==> src/rtl/lc4_regfile_pkg.sv <==
// Shared sizing constants and pending-counter helpers for the LC4 register file
// with scoreboard.
package lc4_regfile_pkg;

  localparam int unsigned N_DEFAULT    = 16;
  localparam int unsigned REGS_DEFAULT = 8;
  localparam int unsigned CNT_W        = 2;

  typedef logic [CNT_W-1:0] cnt_t;

  localparam cnt_t CNT_MAX = 2'd3;

  typedef enum logic [1:0] {
    CNT_HOLD,
    CNT_INC,
    CNT_DEC
  } cnt_op_e;

  // A simultaneous reserve and retire on the same register cancel out.
  function automatic cnt_op_e cnt_op(input logic inc, input logic dec);
    if (inc && !dec)      return CNT_INC;
    else if (dec && !inc) return CNT_DEC;
    else                  return CNT_HOLD;
  endfunction

endpackage

==> src/rtl/lc4_sb_counter.sv <==
// Saturating 2-bit pending-write counter for one register, async active-low reset.
// Retiring a write at count 0 holds at 0 and raises o_underflow for that cycle.
module lc4_sb_counter
  import lc4_regfile_pkg::*;
(
  input  logic clk,
  input  logic rst,
  input  logic gwe,
  input  logic i_inc,
  input  logic i_dec,
  output cnt_t o_count,
  output logic o_underflow
);

  cnt_t    r_count;
  cnt_op_e w_op;

  always_comb begin
    w_op = CNT_HOLD;
    if (gwe) w_op = cnt_op(i_inc, i_dec);
  end

  always_ff @(posedge clk or negedge rst) begin
    if (!rst) begin
      r_count <= '0;
    end else begin
      case (w_op)
        CNT_INC: if (r_count != CNT_MAX) r_count <= r_count + 1'b1;
        CNT_DEC: if (r_count != '0)      r_count <= r_count - 1'b1;
        default: r_count <= r_count;
      endcase
    end
  end

  assign o_count     = r_count;
  assign o_underflow = (w_op == CNT_DEC) && (r_count == '0);

endmodule

==> src/rtl/lc4_regfile_sb.sv <==
// LC4 register file with per-register pending-write scoreboard.
// Define LC4_REGFILE_BYPASS_EN to forward same-cycle writeback data to the read ports.
module lc4_regfile_sb
  import lc4_regfile_pkg::*;
#(
  parameter int unsigned n    = N_DEFAULT,
  parameter int unsigned REGS = REGS_DEFAULT,
  localparam int unsigned A   = $clog2(REGS)
) (
  input  logic         clk,
  input  logic         rst,
  input  logic         gwe,
  input  logic [A-1:0] i_rs,
  input  logic [A-1:0] i_rt,
  output logic [n-1:0] o_rs_data,
  output logic [n-1:0] o_rt_data,
  input  logic [A-1:0] i_rd,
  input  logic [n-1:0] i_wdata,
  input  logic         i_rd_we,
  input  logic [A-1:0] i_iss_rd,
  input  logic         i_iss_v,
  output logic         o_rs_busy,
  output logic         o_rt_busy,
  output logic         o_iss_rdy,
  output logic         o_sb_err
);

  logic [n-1:0]    r_regs [REGS];
  logic            r_sb_err;
  cnt_t            w_cnt  [REGS];
  logic [REGS-1:0] w_underflow;
  logic            w_wb;
  logic            w_iss;

  // Qualifying with rst keeps the bypass path quiet while reset is held.
  assign w_wb  = i_rd_we & gwe & rst;
  assign w_iss = i_iss_v & gwe & o_iss_rdy & rst;

  assign o_iss_rdy = !((w_cnt[i_iss_rd] == CNT_MAX) && !(w_wb && (i_rd == i_iss_rd)));

  for (genvar g = 0; g < REGS; g++) begin : g_cnt
    lc4_sb_counter u_cnt (
      .clk         (clk),
      .rst         (rst),
      .gwe         (gwe),
      .i_inc       (w_iss && (i_iss_rd == A'(g))),
      .i_dec       (w_wb && (i_rd == A'(g))),
      .o_count     (w_cnt[g]),
      .o_underflow (w_underflow[g])
    );
  end

  always_ff @(posedge clk or negedge rst) begin
    if (!rst) begin
      for (int unsigned i = 0; i < REGS; i++) r_regs[i] <= '0;
    end else if (w_wb) begin
      r_regs[i_rd] <= i_wdata;
    end
  end

  always_ff @(posedge clk or negedge rst) begin
    if (!rst)              r_sb_err <= 1'b0;
    else if (|w_underflow) r_sb_err <= 1'b1;
  end

  assign o_sb_err = r_sb_err;

  always_comb begin
    o_rs_busy = (w_cnt[i_rs] > 2'd1) || ((w_cnt[i_rs] == 2'd1) && !(w_wb && (i_rd == i_rs)));
    o_rt_busy = (w_cnt[i_rt] > 2'd1) || ((w_cnt[i_rt] == 2'd1) && !(w_wb && (i_rd == i_rt)));
  end

`ifdef LC4_REGFILE_BYPASS_EN
  assign o_rs_data = (w_wb && (i_rd == i_rs)) ? i_wdata : r_regs[i_rs];
  assign o_rt_data = (w_wb && (i_rd == i_rt)) ? i_wdata : r_regs[i_rt];
`else
  assign o_rs_data = r_regs[i_rs];
  assign o_rt_data = r_regs[i_rt];
`endif

endmodule

==> config.mk <==
export PLATFORM = sky130hd
export DESIGN_NAME = lc4_regfile_sb
export DESIGN_NICKNAME = d
export VERILOG_FILES = /design/src/rtl/lc4_regfile_pkg.sv /design/src/rtl/lc4_sb_counter.sv /design/src/rtl/lc4_regfile_sb.sv
export SDC_FILE = /design/constraint.sdc
export NUM_CORES = 1
export LEC_CHECK = 0
export ABC_AREA = 0
export ABC_CLOCK_PERIOD_IN_PS = 4400
export BUFFER_PORTS_ARGS = -buffer_cell sky130_fd_sc_hd__buf_2
export CORE_ASPECT_RATIO = 0.7
export CORE_UTILIZATION = 40
export CTS_BUF_LIST = sky130_fd_sc_hd__clkbuf_4 sky130_fd_sc_hd__clkbuf_8
export DETAILED_ROUTE_END_ITERATION = 16
export GPL_ROUTABILITY_DRIVEN = 0
export HOLD_SLACK_MARGIN = 0.05
export SLEW_MARGIN = 20
export SYNTH_ARGS = -nofsm -noshare
export SYNTH_HDL_FRONTEND = slang
export SYNTH_HIERARCHICAL = 1
export SYNTH_SLANG_ARGS = --single-unit
==> constraint.sdc <==
create_clock -name clk -period 4.4 [get_ports clk]
set_input_delay 0.44 -clock clk [delete_from_list [all_inputs] [get_ports clk]]
set_output_delay 0.44 -clock clk [all_outputs]
set_load 0.05 [all_outputs]
# After elaboration in Yosys (flattened, before gate mapping)
# Cells that the tools add are included.
# W data, S select, Z words.
word_totals:
  ff_bits: 145
  in_bits: 33
  out_inout_bits: 36
  elab_cells: 279
classes:
  addsub: 16
  order_cmp: 7
  n_eq_ne: 60
  n_mux: 66
  bitwise: 9
  reduce_logical: 104
ops:
  columns: ["cell", "count"]
  rows:
  - ["$bwmux W128", 1]
  - ["$bmux W16 S3", 2]
  - ["$mux W2", 46]
  - ["$mux W16", 5]
  - ["$demux W16 S3", 1]
  - ["$logic_and A1 B1 Y1", 47]
  - ["$ne A2 B1 Y1 const B", 16]
  - ["$pmux W2 S2", 8]
  - ["$reduce_bool A2 Y1", 16]
  - ["$eq A3 B3 Y1 const B", 8]
  - ["$reduce_and A3 Y1", 8]
  - ["$eq A2 B1 Y1 const B", 10]
  - ["$logic_not A1 Y1", 20]
  - ["$bmux W2 S3", 3]
  - ["$eq A2 B2 Y1 const B", 9]
  - ["$add A2 B1 Y2 const B", 8]
  - ["$ge A4 B4 Y1 const B", 4]
  - ["$logic_not A2 Y1", 8]
  - ["$ne A2 B2 Y1 const B", 8]
  - ["$not A3 Y4", 4]
  - ["$sub A2 B1 Y2 const B", 8]
  - ["$eq A3 B2 Y1 const B", 4]
  - ["$eq A3 B3 Y1", 3]
  - ["$reduce_or A8 Y1", 1]
  - ["6 further kinds", 14]

# Longest topological paths before layout
# Gate-level depths: netlist (run 1).
depth:
  word_depth: 18
  ltp_mapped: 10
  ltp_nobuf: 8

# Modules after synthesis
# Netlist (run 1), hierarchy kept.
modules_own_cells:
  columns: ["mod", "n_inst", "cells_each", "area_each_um2", "seq_area_each_um2"]
  rows:
  - ["lc4_regfile_sb", 1, 464, 7378.3, 3228.1]
  - ["lc4_sb_counter", 8, 15, 122.6, 50.0]

# Least setup slack after synthesis (run 1)
# Ideal clock, no wire load.
synth_path:
  path_type: "input -> output"
  start: "input i_rs[1]"
  end: "output o_rs_busy"
  arrival_ps: 2052
  required_time_ps: 3960
  setup_slack_ps: 1908
  cell_stages: 5
  n_path_buf: 2
  path_cell_list: "buf_2 -> clkbuf_1 -> mux4_2 -> a21oi_1 -> a21oi_1"
synth_between:
  elab_chain_len: 7
  elab_cells_between_ends: 11
  cone_classes: "1 x order compare; 2 x eq/ne; 3 x mux; 1 x bitwise; 4 x reduce/logical"
synth_lines:
  columns: ["element", "line_no", "source"]
  rows:
  - ["start: declaration", "lc4_regfile_sb.sv:13", "input logic [A-1:0] i_rs,"]
  - ["$not A3 Y4 (not written as such)", "lc4_regfile_sb.sv:69", "o_rs_busy = (w_cnt[i_rs] > 2'd1) || ((w_cnt[i_rs] == 2'd1) && !(w_wb && (i_rd == i_rs)));"]
  - ["$bmux W2 S3", "lc4_regfile_sb.sv:69", null]
  - ["$mux W2 (not written as such) (2 in a row)", "lc4_regfile_sb.sv:69", null]
  - ["$eq A2 B1 Y1", "lc4_regfile_sb.sv:69", null]
  - ["$logic_and A1 B1 Y1", "lc4_regfile_sb.sv:69", null]
  - ["$logic_or A1 B1 Y1 (*)", "lc4_regfile_sb.sv:69", null]
  - ["end: declaration", "lc4_regfile_sb.sv:22", "output logic o_rs_busy,"]
# Every way passes the cells marked *; elsewhere a longest branch is shown, timed or not. The select of a mux whose other input is x is not followed.

# Worst setup path after layout (run 1)
layout_path:
  start: "input rst"
  end: "register r_sb_err (netlist: o_sb_err)"
layout_between:
  elab_chain_len: 16
  elab_cells_between_ends: 96
  cone_classes: "8 x eq/ne; 24 x mux; 3 x bitwise; 61 x reduce/logical"
layout_lines:
  columns: ["element", "line_no", "source"]
  rows:
  - ["start: declaration", "lc4_regfile_sb.sv:11", "input logic rst,"]
  - ["$and A1 B1 Y1", "lc4_regfile_sb.sv:36", "assign w_wb = i_rd_we & gwe & rst;"]
  - ["$logic_and A1 B1 Y1", "lc4_regfile_sb.sv:39", "assign o_iss_rdy = !((w_cnt[i_iss_rd] == CNT_MAX) && !(w_wb && (i_rd == i_iss_rd)));"]
  - ["$logic_not A1 Y1", "lc4_regfile_sb.sv:39", null]
  - ["$logic_and A1 B1 Y1", "lc4_regfile_sb.sv:39", null]
  - ["$logic_not A1 Y1", "lc4_regfile_sb.sv:39", null]
  - ["$and A1 B1 Y1 (2 in a row)", "lc4_regfile_sb.sv:37", "assign w_iss = i_iss_v & gwe & o_iss_rdy & rst;"]
  - ["$logic_and A1 B1 Y1", "lc4_regfile_sb.sv:46", ".i_inc (w_iss && (i_iss_rd == A'(g))),"]
  - ["$logic_not A1 Y1", "lc4_regfile_pkg.sv:22", "else if (dec && !inc) return CNT_DEC;"]
  - ["$logic_and A1 B1 Y1", "lc4_regfile_pkg.sv:22", null]
  - ["$mux W2", "lc4_regfile_pkg.sv:22", null]
  - ["$mux W2 (*)", "lc4_regfile_pkg.sv:21", "if (inc && !dec) return CNT_INC;"]
  - ["$mux W2 (*)", "lc4_sb_counter.sv:20", "if (gwe) w_op = cnt_op(i_inc, i_dec);"]
  - ["$eq A2 B2 Y1 (*)", "lc4_sb_counter.sv:36", "assign o_underflow = (w_op == CNT_DEC) && (r_count == '0);"]
  - ["$logic_and A1 B1 Y1 (*)", "lc4_sb_counter.sv:36", null]
  - ["via w_underflow[2]", "lc4_regfile_sb.sv:31", "logic [REGS-1:0] w_underflow;"]
  - ["$reduce_or A8 Y1 (*)", "lc4_regfile_sb.sv:63", "else if (|w_underflow) r_sb_err <= 1'b1;"]
  - ["end signal: assignment", "lc4_regfile_sb.sv:62", "if (!rst) r_sb_err <= 1'b0;"]
  - ["end signal: assignment", "lc4_regfile_sb.sv:63", null]
  - ["end: declaration", "lc4_regfile_sb.sv:29", "logic r_sb_err;"]
# Mark *: on every way through the listed nets, which the timed path passes. The rest lies on a longest branch.
# A chain may end at the register's enable or synchronous reset.

==> results of run 1 <==
-- through the flow --
| stage | util | worst slack, ns | area, µm² |
|---|---|---|---|
| 6_report | 0.4644 | 1.323 | 9344 |
| 5_1_grt | 0.4644 | 1.057 | 9344 |
| 4_1_cts | 0.4644 | 1.354 | 9344 |
| 3_5_place_dp | 0.4445 | 1.212 | 8944 |
| 3_3_place_gp | 0.4445 | 1.266 | 8944 |
| 2_1_floorplan | - | 1.908 | 8359 |
-- flip-flops by register name (all words and copies together), names as in the netlist --
register / count
g_cnt.u_cnt/o_count: 16
o_sb_err: 1
r_regs: 128
-- cell families after synthesis --
kind of cell / Yosys count / share of synthesized area
buf+inv: 47 / 0.03128
xor+xnor: 8 / 0.008382
flops: 145 / 0.4341
mux: 234 / 0.4215
simple gates: 84 / 0.05418
compound gates: 66 / 0.05059
-- final cells by class --
type | count | area share
inverter | 12 | 0.004821
tap | 270 | 0.03615
timing repair buffer | 82 | 0.04861
clock inverter | 9 | 0.01152
multi-input combinational | 392 | 0.4803
sequential | 145 | 0.3883
clock buffer | 21 | 0.03026
-- placed cells by master (no fill, tap or decap), types with 2 or more instances in the layout --
cell type,n
clkbuf_8,20
nor3_1,11
mux2_2,142
a21oi_2,8
a31oi_1,8
nand2b_1,3
bufinv_16,2
clkinvlp_4,2
o21a_1,8
mux4_2,73
nor3_4,3
o31ai_1,8
dfrtp_1,145
nand3b_1,9
nor4_1,5
nor2_1,14
buf_2,67
o21ai_0,8
xor2_1,2
nand2_1,25
a21oi_1,13
inv_1,12
nand4_1,2
mux2_4,18
xnor2_1,6
o21ai_1,8
a211oi_1,2
nor2_2,3
nand3_1,3
clkinv_2,3
buf_4,13
-- report_power, final --
part / leakage, nW / switching (W) / internal, W / total (W)
clock: 0.197 / 0.000516 / 0.000549 / 0.00106
combinational: 1.94 / 0.000593 / 0.000558 / 0.00115
sequential: 1.86 / 0.000199 / 0.00158 / 0.00178
total: 4.00 / 0.00131 / 0.00268 / 0.00399
-- worst max-delay path by stage --
stage               slack (ns)         to  cells past startpoint
detailed placement        1.21   o_sb_err                      9
floorplan                 1.91  o_rs_busy                      5
finish                    1.32   o_sb_err                     10
global placement          1.27   o_sb_err                      9
global route              1.06   o_sb_err                     10
CTS                       1.35   o_sb_err                     10
-- routing by layer --
layer	routed length, µm	vias up	GRT usage	share of wire
li1	-	2390	-	-
met1	9620	2935	0.2827	0.46
met2	10340	149	0.3504	0.49
met3	939	15	0.04766	0.045
met4	161	0	0.05163	0.0076
met5	0	-	0	0
-- timing repair --
| action | CTS | global route |
|---|---|---|
| endpoints found under the hold margin | 32 | 0 |
| hold buffers | 1 | 0 |
| gates resized for setup | 0 | 0 |
==> results_dict.tcl, run 1 <==
set metrics [dict create \
    endpoint_kind "register" \
    grt_pass1_wl_mm 33.82 \
    cts_buffers 17 \
    synth-edff-count 0 \
    grt_max_degree 69 \
    slowest_stage "nor4_1" \
    setup_tns_ns 0 \
    netlist_area_um2 8359 \
    antenna_found_initial 0 \
    path_delay_family "simple AND/OR/NAND/NOR gates" \
    h-tree-depth 4 \
    tritoncts "built" \
    fmax_ghz 0.3250 \
    synth_top_area_share 0.4341 \
    drive_gt1_frac 0.5477 \
    post_cts_buffers 0 \
    syn_nets 617 \
    synth_warnings 6 \
    yosys_most_used_dff "dfrtp_1" \
    fin_crit_sh 0.6993 \
    cts-root-buf "clkbuf_8" \
    maxSlewHeadroom 0.2428 \
    antenna_left 0 \
    final_nets 683 \
    r2r_start "g_cnt[1].u_cnt/o_count[1]" \
    yosysTopAreaCell "dfrtp_1" \
    synth.most_common_cell "dfrtp_1" \
    yosysUniqueCellTypes 42 \
    reg2reg_depth 8 \
    setup_violations 0 \
    power_leakage_nw 4.000 \
    final_hold_viol_count 0 \
    vias 5489 \
    gr-usage-all-layers 0.2109 \
    initial_core_util 0.4154 \
    io_pins 69 \
    p_total_w 0.003993 \
    synthArstFlopShare 1.000 \
    hold_path_class "in2reg" \
    synth.area.top_cells "dfrtp_1, mux4_2, mux2_2" \
    syn_area_per_cell_um2 14.31 \
    max-cap-violations 0 \
    grt_pass1_vias 5950 \
    overflow 0 \
    routed_wl_mm 21.06 \
    rows 43 \
    rsz0062_at_grt "no" \
    fp.dieH_um 123.0 \
    dp_hpwl_mm 13.02 \
    placedCellCount 900 \
    hp-start "i_wdata[2]" \
    drt-vias-per-instance 5.896 \
    vdd_drop_max_mv 0.2567 \
    yosysSeqAreaShare 0.4341 \
    hold_end "r_regs[114]" \
    clk-insertion-delay-late_ns 0.45 \
    crit_required_ns 4.73 \
    drc 0 \
    holdPathStages 2 \
    r2r_slack_ns 2.01 \
    rr_endpoint "o_sb_err" \
    drv_slew 0 \
    critPathMaxFanout 36 \
    postSynthCellCount 584 \
    dr.pass1.iters 5 \
    dr.first_iter.drc_count 402 \
    critPathArrivalTime_ns 3.41 \
    seqCellArea_um2 3628 \
    path_cells "dlygate4sd3_1 -> buf_6 -> nand3_2 -> nor3_1 -> a2bb2oi_1 -> nor4_1 -> nand3b_1 -> nor3_1 -> nor4_1 -> nand3_1" \
    hold_ws_ns 0.3212 \
    pwr_density_cell_nw_per_um2 427.3 \
    slowest_delay_ns 0.73 \
    dieArea_um2 21490 \
    area_growth_pct 11.78 \
    instances_no_fill 931 \
    cp-startpoint "rst" \
    ys_ff_latch 145 \
    fin_skew_ns 0.01393 \
    n_antenna_cell 0 \
    nFillCells 1816 \
    path_class "in2reg" \
    clock-sinks 145 \
    cp-start-kind "primary input" \
    fp.dieW_um 174.8 \
    wire_per_inst_um 22.62 \
    crit_buf_inv 2 \
    clock_path_buffers 2 \
    core-area_um2 20120 \
    tightest_slew_ns 1.136 \
    cts.clk_slew.worst_paths_ns 0.08 \
    synth_common_cells "dfrtp_1, mux2_2, mux4_2" \
    outcome "finished clean" \
    multi_input_area_um2 4488 \
    io_buffers 68 \
    fin_crit_ns 3.077 \
]
(Power assumes the default switching activity.)
==> run 2: changes to the inputs <==
- ABC_CLOCK_PERIOD_IN_PS: 4400 -> 2900
- clock period: 4.4 -> 2.9 ns (I/O delays scaled with it)
==> results_dict.tcl, run 2 (synthesis results as in run 1) <==
set metrics [dict create \
    outcome "finished clean" \
    hold_path_class "in2reg" \
    fp.dieW_um 174.8 \
    dr.pass1.iters 4 \
    antenna_left 0 \
    core-area_um2 20120 \
    cts.clk_slew.worst_paths_ns 0.10 \
    drt-vias-per-instance 5.877 \
    hp-start "i_wdata[3]" \
    largest_register_ff_count 128 \
    max-cap-violations 0 \
    crit_required_ns 2.61 \
    rr_endpoint "g_cnt[7].u_cnt/o_count[0]" \
    layout_commonest_cell "dfrtp_1" \
    r2r_slack_ns 0.66 \
    n_antenna_cell 0 \
    critPathMaxFanout 31 \
    path_cells "dlygate4sd3_1 -> buf_6 -> nand3_2 -> nor4_1 -> nor2_1 -> mux2i_1 -> buf_2" \
    cp-start-kind "primary input" \
    clk-insertion-delay-late_ns 0.45 \
    fin_skew_ns 0.01154 \
    vdd_drop_max_mv 0.3815 \
    drc 0 \
    dieArea_um2 21490 \
    fin_crit_sh 0.8356 \
    tightest_slew_ns 0.7732 \
    cts_buffers 17 \
    pwr_density_cell_nw_per_um2 655.9 \
    final_hold_viol_count 0 \
    tritoncts "built" \
    grt_pass1_vias 5863 \
    drv_slew 0 \
    gr-usage-all-layers 0.2122 \
    rows 43 \
    final_nets 699 \
    holdPathStages 2 \
    drive_gt1_frac 0.5596 \
    reg2reg_depth 8 \
    routed_wl_mm 21.46 \
    layout_common_cells "dfrtp_1, mux2_2, mux4_2, buf_2, buf_4" \
    regMostFlops "r_regs" \
    clock_path_buffers 2 \
    initial_core_util 0.4154 \
    area_growth_pct 14.29 \
    maxSlewHeadroom 0.4845 \
    fp.dieH_um 123.0 \
    vias 5577 \
    hold_end "r_regs[3]" \
    fmax_ghz 0.4127 \
    slowest_stage "dlygate4sd3_1" \
    instances_no_fill 949 \
    placedCellCount 916 \
    setup_tns_ns 0 \
    slowest_delay_ns 0.54 \
    dp_hpwl_mm 13.88 \
    r2r_start "g_cnt[7].u_cnt/o_count[1]" \
    fin_crit_ns 2.423 \
    overflow 0 \
    cp-startpoint "rst" \
    antenna_found_initial 0 \
    power_leakage_nw 4.121 \
    critPathArrivalTime_ns 2.13 \
    io_pins 69 \
    rsz0062_at_grt "no" \
    h-tree-depth 4 \
    grt_max_degree 63 \
    path_class "in2out" \
    wire_per_inst_um 22.62 \
    io_buffers 68 \
    endpoint_kind "output port" \
    cts-root-buf "clkbuf_8" \
    clock-sinks 145 \
    dr.first_iter.drc_count 428 \
    grt_pass1_wl_mm 33.84 \
    setup_violations 0 \
]
run 2: area by class of cell:
type / instances / area (µm²)
inverter: 12 / 45.04
clock buffer: 18 / 247.7
timing repair buffer: 98 / 611.8
fill: 1806 / 10570
sequential: 145 / 3628
multi-input combinational: 392 / 4488
tap: 270 / 337.8
clock inverter: 14 / 195.2
run 2: worst max-delay path by stage:
| stage | slack, ns | end |
|---|---|---|
| 6_report | 0.48 | o_iss_rdy |
| 5_1_grt | 0.32 | o_iss_rdy |
| 4_1_cts | 0.45 | o_iss_rdy |
| 3_5_place_dp | 0.56 | o_sb_err |
| 3_3_place_gp | 0.61 | o_sb_err |
| 2_1_floorplan | 0.62 | o_sb_err |
run 2: timing repair:
action,4_1_cts,5_1_grt
buffers inserted,0,0
hold buffers,1,0
hold endpoints to repair,27,0
resized for setup,0,0
run 2: power by group:
group	total, W	internal (W)	switching, W	leakage (nW)
Sequential	0.00269	0.00239	0.000295	1.86
Combinational	0.00177	0.000859	0.000907	2.03
Clock	0.00181	0.000907	0.000906	0.225
run 2: critical path: cells and delay by family:
kind | cells | cell delay, ns
buf+inv | 3 | 1.11
mux | 1 | 0.14
simple gates | 3 | 0.57
run 2: routing by layer:
metal  vias to the layer above  GRT usage  routed length, µm
met5                         -          0                  0
met4                         0    0.06467                311
met3                        25    0.03659                890
met2                       144     0.3487              10510
met1                      2969     0.2905               9752
li1                       2439          -                  -
run 2: stage by stage:
stage	area, µm²	hold WS [ns]	utilization	setup WS (ns)	power (W)
4_1_cts	9554	0.1339	0.4748	0.4530	0.006332
2_1_floorplan	8359	-0.005591	-	0.6224	0.004027
3_3_place_gp	9101	0.1809	0.4523	0.6137	0.004419
6_report	9554	0.1661	0.4748	0.4767	0.006266
3_5_place_dp	9101	0.1880	0.4523	0.5569	0.004501
5_1_grt	9554	0.1388	0.4748	0.3207	0.006589
